==> src/rtl/set_sched_pkg.sv <==
// set_sched_pkg: shared mode encoding, scheduler states and the queued command record
package set_sched_pkg;
  localparam int TAG_MAX = 16;
  typedef enum logic [1:0] {MODE_A, MODE_AND, MODE_XOR, MODE_ILL} mode_t;
  typedef enum logic [1:0] {S_IDLE, S_ISSUE, S_WAIT, S_DRAIN} state_t;
  typedef struct packed {
    logic [TAG_MAX-1:0] tag;
    logic [23:0]        central;
    logic [11:0]        radius;
    mode_t              mode;
  } cmd_t;
endpackage

==> src/rtl/set_cmd_fifo.sv <==
// set_cmd_fifo: synchronous command FIFO with full/empty flags and fill count
module set_cmd_fifo
  import set_sched_pkg::*;
#(
  parameter int DEPTH = 4
) (
  input  logic                   clk,
  input  logic                   rst,
  input  logic                   push,
  input  logic                   pop,
  input  cmd_t                   din,
  output cmd_t                   dout,
  output logic                   full,
  output logic                   empty,
  output logic [$clog2(DEPTH):0] count
);
  localparam int AW = $clog2(DEPTH);
  cmd_t mem [DEPTH];
  logic [AW-1:0] wr_ptr, rd_ptr;
  logic do_push, do_pop;
  assign do_push = push && !full;
  assign do_pop = pop && !empty;
  assign full = count == (AW+1)'(DEPTH);
  assign empty = count == '0;
  assign dout = mem[rd_ptr];
  always_ff @(posedge clk)
    if (do_push) mem[wr_ptr] <= din;
  always_ff @(posedge clk or negedge rst)
    if (!rst) begin
      wr_ptr <= '0;
      rd_ptr <= '0;
      count <= '0;
    end else begin
      wr_ptr <= wr_ptr + AW'(do_push);
      rd_ptr <= rd_ptr + AW'(do_pop);
      count <= count + (AW+1)'(do_push) - (AW+1)'(do_pop);
    end
endmodule

==> src/rtl/set_cmd_scheduler.sv <==
// set_cmd_scheduler: queues host commands and issues them one at a time to the SET engine
module set_cmd_scheduler
  import set_sched_pkg::*;
#(
  parameter int DEPTH   = 4,
  parameter int TAG_W   = 4,
  parameter int TIMEOUT = 128
) (
  input  logic             clk,
  input  logic             rst,
  input  logic             cmd_valid,
  output logic             cmd_ready,
  input  logic [TAG_W-1:0] cmd_tag,
  input  logic [23:0]      cmd_central,
  input  logic [11:0]      cmd_radius,
  input  logic [1:0]       cmd_mode,
  output logic             res_valid,
  input  logic             res_ready,
  output logic [TAG_W-1:0] res_tag,
  output logic [7:0]       res_count,
  output logic             res_err,
  output logic             eng_en,
  output logic [23:0]      eng_central,
  output logic [11:0]      eng_radius,
  output logic [1:0]       eng_mode,
  input  logic             eng_busy,
  input  logic             eng_valid,
  input  logic [7:0]       eng_candidate
);
  localparam int TW = $clog2(TIMEOUT) + 1;
  cmd_t din, head;
  state_t state;
  logic full, empty, pop, can_start, illegal, unused_ok;
  logic [$clog2(DEPTH):0] count;
  logic [TW-1:0] timer;
  logic [TAG_W-1:0] cur_tag;
  assign din = '{tag: TAG_MAX'(cmd_tag), central: cmd_central, radius: cmd_radius, mode: mode_t'(cmd_mode)};
  assign cmd_ready = !full;
  assign can_start = state == S_IDLE && !empty && (!res_valid || res_ready) && !eng_busy;
  assign illegal = head.mode == MODE_ILL;
  assign pop = state == S_ISSUE || (can_start && illegal);
  assign unused_ok = ^{count, head.tag};
  set_cmd_fifo #(.DEPTH(DEPTH)) u_fifo (
    .clk   (clk),
    .rst   (rst),
    .push  (cmd_valid),
    .pop   (pop),
    .din   (din),
    .dout  (head),
    .full  (full),
    .empty (empty),
    .count (count)
  );
  // timer is held at zero in IDLE and starts counting in ISSUE, so it equals cycles since eng_en
  always_ff @(posedge clk or negedge rst)
    if (!rst) begin
      state <= S_IDLE;
      timer <= '0;
      cur_tag <= '0;
      eng_en <= 1'b0;
      eng_central <= '0;
      eng_radius <= '0;
      eng_mode <= '0;
      res_valid <= 1'b0;
      res_tag <= '0;
      res_count <= '0;
      res_err <= 1'b0;
    end else begin
      eng_en <= 1'b0;
      timer <= (state == S_IDLE) ? '0 : (&timer ? timer : timer + TW'(1));
      if (res_valid && res_ready) res_valid <= 1'b0;
      case (state)
        S_IDLE:
          if (can_start && illegal) begin
            res_valid <= 1'b1;
            res_tag <= TAG_W'(head.tag);
            res_count <= '0;
            res_err <= 1'b1;
          end else if (can_start) begin
            state <= S_ISSUE;
            eng_en <= 1'b1;
            eng_central <= head.central;
            eng_radius <= head.radius;
            eng_mode <= head.mode;
            cur_tag <= TAG_W'(head.tag);
          end
        S_ISSUE: state <= S_WAIT;
        S_WAIT:
          if (eng_valid || timer == TW'(TIMEOUT - 1)) begin
            res_valid <= 1'b1;
            res_tag <= cur_tag;
            res_count <= eng_valid ? eng_candidate : '0;
            res_err <= !eng_valid;
            state <= S_DRAIN;
          end
        S_DRAIN: if (!eng_busy) state <= S_IDLE;
      endcase
    end
endmodule

==> config.mk <==
export PLATFORM = sky130hd
export DESIGN_NAME = set_cmd_scheduler
export DESIGN_NICKNAME = d
export VERILOG_FILES = /design/src/rtl/set_sched_pkg.sv /design/src/rtl/set_cmd_fifo.sv /design/src/rtl/set_cmd_scheduler.sv
export SDC_FILE = /design/constraint.sdc
export NUM_CORES = 1
export LEC_CHECK = 0
export BUFFER_PORTS_ARGS = -buffer_cell sky130_fd_sc_hd__buf_2
export CORE_MARGIN = 1.5
export CORE_UTILIZATION = 52
export CTS_CLUSTER_SIZE = 16
export DETAILED_ROUTE_END_ITERATION = 6
export PLACE_DENSITY = 0.75
export SYNTH_ARGS = -nofsm -noshare
export SYNTH_HDL_FRONTEND = slang
export SYNTH_SLANG_ARGS = --single-unit
==> constraint.sdc <==
create_clock -name clk -period 3.95 [get_ports clk]
set_input_delay 0.79 -clock clk [delete_from_list [all_inputs] [get_ports clk]]
set_output_delay 0.79 -clock clk [all_outputs]
set_load 0.05 [all_outputs]
==> run_summary.xml <==
<?xml version="1.0" encoding="UTF-8"?>
<metrics>
  <group name="global_route">
    <metric name="grt_start_max_net_pins" unit="">51</metric>
    <metric name="grt_usage" unit="">0.182</metric>
    <metric name="grt_pass1_vias" unit="">4764</metric>
    <metric name="grt_antenna_before_repair" unit="">1</metric>
    <metric name="grt_pass1_wl" unit="um">25600</metric>
    <metric name="globalRoute.totalOverflow" unit="">0</metric>
  </group>
  <group name="die">
    <metric name="floorplan.initialDensity" unit="">0.531</metric>
    <metric name="i_o_pins" unit="">110</metric>
    <metric name="dieWidth" unit="um">136</metric>
    <metric name="std_cell_rows" unit="">48</metric>
    <metric name="die-height" unit="um">136</metric>
    <metric name="core" unit="um^2">17300</metric>
    <metric name="fp.dieArea" unit="um^2">18500</metric>
  </group>
  <group name="place">
    <metric name="gp_congestion" unit="">0.680</metric>
    <metric name="buffers_added_on_ports" unit="">109</metric>
    <metric name="place_hpwl" unit="um">10100</metric>
  </group>
  <group name="critical_path">
    <metric name="worst_ep_arrival_time" unit="ps">3450</metric>
    <metric name="worst_ep_required_time" unit="ps">4380</metric>
    <metric name="cp-start-kind" unit="">flip-flop</metric>
    <metric name="timing.critical_path.fanout_max" unit="">11</metric>
    <metric name="crit_end_element" unit="">flip-flop</metric>
    <metric name="crit_type" unit="">flip-flop to flip-flop</metric>
  </group>
  <group name="clocking">
    <metric name="cts_buffers" unit="">24</metric>
    <metric name="cts-root-buf" unit="">sky130_fd_sc_hd__clkbuf_16</metric>
    <metric name="clock_tree_from_tritoncts" unit="">done</metric>
    <metric name="cts_max_level" unit="">1</metric>
    <metric name="cts.sinks" unit="">242</metric>
    <metric name="worst_setup_hold_path_clk_slew" unit="ps">60</metric>
    <metric name="clockBufferDepth" unit="">3</metric>
    <metric name="clk_latency" unit="ps">500</metric>
    <metric name="cts.repair.resized" unit="">0</metric>
    <metric name="cts_post_setup_buffers_inserted" unit="">0</metric>
    <metric name="holdBufCountCts" unit="">0</metric>
  </group>
  <group name="logic_synthesis">
    <metric name="flip_flop_and_latch_count_after_synthesis" unit="">242</metric>
    <metric name="synth_edf_count" unit="">168</metric>
    <metric name="synthCells" unit="">446</metric>
    <metric name="synth_area_leader_cell" unit="">sky130_fd_sc_hd__edfxtp_1</metric>
    <metric name="synth-async-reset-ratio" unit="">0.306</metric>
    <metric name="yosysWarnings" unit="">0</metric>
    <metric name="synth.lib_cells_used.distinct" unit="">33</metric>
    <metric name="most_instantiated_flip_flop_cell_in_the_synthesis_netlist" unit="">sky130_fd_sc_hd__edfxtp_1</metric>
    <metric name="synth_area_per_cell" unit="um^2">20.6</metric>
    <metric name="synth_top_area_cells" unit="">sky130_fd_sc_hd__edfxtp_1, sky130_fd_sc_hd__dfrtp_1, sky130_fd_sc_hd__mux4_2, sky130_fd_sc_hd__mux2_2, sky130_fd_sc_hd__ha_1</metric>
    <metric name="synth_nets" unit="">513</metric>
    <metric name="yosys.cell_count.top_type" unit="">sky130_fd_sc_hd__edfxtp_1</metric>
    <metric name="post_synth_most_frequent_cells" unit="">sky130_fd_sc_hd__edfxtp_1, sky130_fd_sc_hd__dfrtp_1, sky130_fd_sc_hd__mux2_2, sky130_fd_sc_hd__mux4_2, sky130_fd_sc_hd__and3_1</metric>
    <metric name="synthesis.area" unit="um^2">9180</metric>
    <metric name="yosys.area.top_type_share" unit="">0.549</metric>
    <metric name="synth.yosys.seq_area_share" unit="">0.751</metric>
  </group>
  <group name="power">
    <metric name="vdd_ir_drop_max" unit="V">0.000619</metric>
    <metric name="clock_power_share" unit="">0.251</metric>
    <metric name="internal_portion_of_total_power" unit="mW">6.14</metric>
    <metric name="total_leakage_power" unit="nW">4.19</metric>
    <metric name="switching_power" unit="mW">3.25</metric>
    <metric name="powerDensity" unit="nW/um^2">864</metric>
    <metric name="seq_power_share" unit="">0.410</metric>
    <metric name="p_comb_frac" unit="">0.339</metric>
    <metric name="report.power.total" unit="mW">9.39</metric>
    <metric name="netSwitchingFraction" unit="">0.346</metric>
  </group>
  <group name="timing">
    <metric name="finalHoldWorstSlack" unit="ps">341</metric>
    <metric name="fin_crit_sh" unit="">0.766</metric>
    <metric name="period_minus_slack" unit="ps">3030</metric>
    <metric name="timing.slew.headroom" unit="">0.266</metric>
    <metric name="timing.setup.tns" unit="ps">0</metric>
    <metric name="max_freq" unit="MHz">330</metric>
    <metric name="final_setup_violation_count" unit="">0</metric>
    <metric name="worst-slew-pin-transition" unit="ps">1090</metric>
    <metric name="worst_clock_skew" unit="ps">7.99</metric>
    <metric name="timing_max_transition_violations_final" unit="">0</metric>
    <metric name="finalHoldViolations" unit="">0</metric>
    <metric name="rsz_0062_raised_after_global_routing" unit="">no</metric>
  </group>
  <group name="finish">
    <metric name="multi_input_combinational_cell_area" unit="um^2">2210</metric>
    <metric name="num-nets-final" unit="">639</metric>
    <metric name="post_route_cells_drive_above_1_share" unit="">0.449</metric>
    <metric name="filler_cell_count" unit="">1216</metric>
    <metric name="n_antenna_cell" unit="">0</metric>
    <metric name="layout.area.seq" unit="um^2">6900</metric>
    <metric name="syn2layout_area_growth" unit="%">18.4</metric>
  </group>
  <group name="status">
    <metric name="outcome" unit="">completed</metric>
  </group>
  <group name="run">
    <metric name="max_cap_violations" unit="">0</metric>
  </group>
  <group name="drt">
    <metric name="route.vias.total" unit="">4500</metric>
    <metric name="drt-wirelength-per-cell" unit="um">20.0</metric>
    <metric name="drt-vias-per-instance" unit="">5.52</metric>
    <metric name="antenna_left" unit="">0</metric>
    <metric name="drt_drc_violations_left" unit="">0</metric>
    <metric name="drt-initial-drc-count" unit="">207</metric>
    <metric name="totalWireLength" unit="um">16300</metric>
    <metric name="drtPass1Iterations" unit="">4</metric>
  </group>
  <group name="hold_path">
    <metric name="hp-class" unit="">input port to async pin</metric>
  </group>
</metrics>
==> per-layer routing <==
layer | share of wire | routed length [um] | track usage | up-vias
li1 | - | - | - | 2004
met1 | 0.42 | 6780 | 0.237 | 2347
met2 | 0.51 | 8360 | 0.317 | 117
met3 | 0.050 | 816 | 0.0369 | 30
met4 | 0.020 | 326 | 0.0479 | 2
met5 | 0.00080 | 13 | 0 | -
==> cell families after synthesis <==
| logic type | after synthesis | synth area share |
|---|---|---|
| XOR/XNOR | 8 | 0.00763 |
| multiplexers | 103 | 0.178 |
| buffers and inverters | 25 | 0.0120 |
| AND/OR/NAND/NOR | 50 | 0.0288 |
| AO/OA/AOI/OAI | 7 | 0.00709 |
| flip-flops | 242 | 0.751 |
| adder cells (fa/ha/maj) | 11 | 0.0158 |
==> metrics by stage <==
stage	instances	setup slack, ps	area (um^2)	utilization
floorplan	446	538	9190	-
global placement	771	950	10000	0.580
detailed placement	771	905	10000	0.580
CTS	815	900	10900	0.628
global route	815	638	10900	0.628
finish	815	922	10900	0.628
==> flip-flops by register name (all words and copies together) (netlist names), 3 cells and up <==
register and count:
u_fifo.mem 168, eng_central 24, eng_radius 12, res_count 8, timer 8, cur_tag 4, res_tag 4, u_fifo.count 3
==> cells in the final DEF (no fill, tap or decap), types with 2 or more instances in the layout <==
cell                          n
sky130_fd_sc_hd__o21ai_0      2
sky130_fd_sc_hd__nand2_1      9
sky130_fd_sc_hd__clkinv_1     2
sky130_fd_sc_hd__buf_4       10
sky130_fd_sc_hd__ha_1        10
sky130_fd_sc_hd__clkbuf_8     2
sky130_fd_sc_hd__inv_1        7
sky130_fd_sc_hd__nand3_1      2
sky130_fd_sc_hd__nand2b_1     3
sky130_fd_sc_hd__xor2_1       5
sky130_fd_sc_hd__nor2b_1      2
sky130_fd_sc_hd__bufinv_16    4
sky130_fd_sc_hd__nor3_1       2
sky130_fd_sc_hd__dfrtp_1     72
sky130_fd_sc_hd__edfxtp_1   168
sky130_fd_sc_hd__nor2_1      10
sky130_fd_sc_hd__xnor2_1      3
sky130_fd_sc_hd__mux2_2      59
sky130_fd_sc_hd__clkbuf_16   25
sky130_fd_sc_hd__nand4_1      2
sky130_fd_sc_hd__clkinv_2     5
sky130_fd_sc_hd__buf_2      108
sky130_fd_sc_hd__and3_1      12
sky130_fd_sc_hd__mux4_2      42
sky130_fd_sc_hd__clkbuf_1     4
==> power groups by stage <==
stage | combinational [mW] | clock [mW] | sequential [mW]
final | 3.18 | 2.36 | 3.85
after global routing | 3.40 | 2.50 | 3.93
after global placement | 3.16 | 0 | 3.86
after floorplan | 1.59 | 0 | 4.71
after detailed placement | 3.23 | 0 | 3.91
after CTS | 3.24 | 2.41 | 3.87
==> path summary, 6_finish.rpt <==
path	start	to	slack, ps	depth (start not counted)
max	state[0]	u_fifo.count[2]	920	13
min	rst	eng_radius[1]	340	1
max reg2reg	state[0]	u_fifo.count[2]	920	13
min reg2reg	eng_central[3]	eng_central[3]	500	1
max in group asynchronous	rst	timer[4]	2810	2
min in group clk	cmd_tag[0]	u_fifo.mem[0][38]	490	1
==> worst max-delay path: stages, from the launching register on <==
cell and delay (ps):
sky130_fd_sc_hd__dfrtp_1 420, sky130_fd_sc_hd__inv_1 130, sky130_fd_sc_hd__ha_1 410, sky130_fd_sc_hd__nand2b_1 180, sky130_fd_sc_hd__nor4_1 420, sky130_fd_sc_hd__nor2_1 80, sky130_fd_sc_hd__nor2_1 150, sky130_fd_sc_hd__ha_1 240
sky130_fd_sc_hd__inv_1 50, sky130_fd_sc_hd__ha_1 130, sky130_fd_sc_hd__inv_1 50, sky130_fd_sc_hd__fa_1 370, sky130_fd_sc_hd__xnor2_1 170, sky130_fd_sc_hd__xnor2_1 140
==> final cells by class <==
| type | count | share of cell area |
|---|---|---|
| flip-flops and latches | 242 | 0.635 |
| multi-input cells | 179 | 0.203 |
| clock buffers | 31 | 0.0615 |
| repair buffers | 118 | 0.0566 |
| well taps | 225 | 0.0259 |
| clock inverters | 13 | 0.0155 |
| inverters | 7 | 0.00242 |
(Power assumes the default switching activity.)
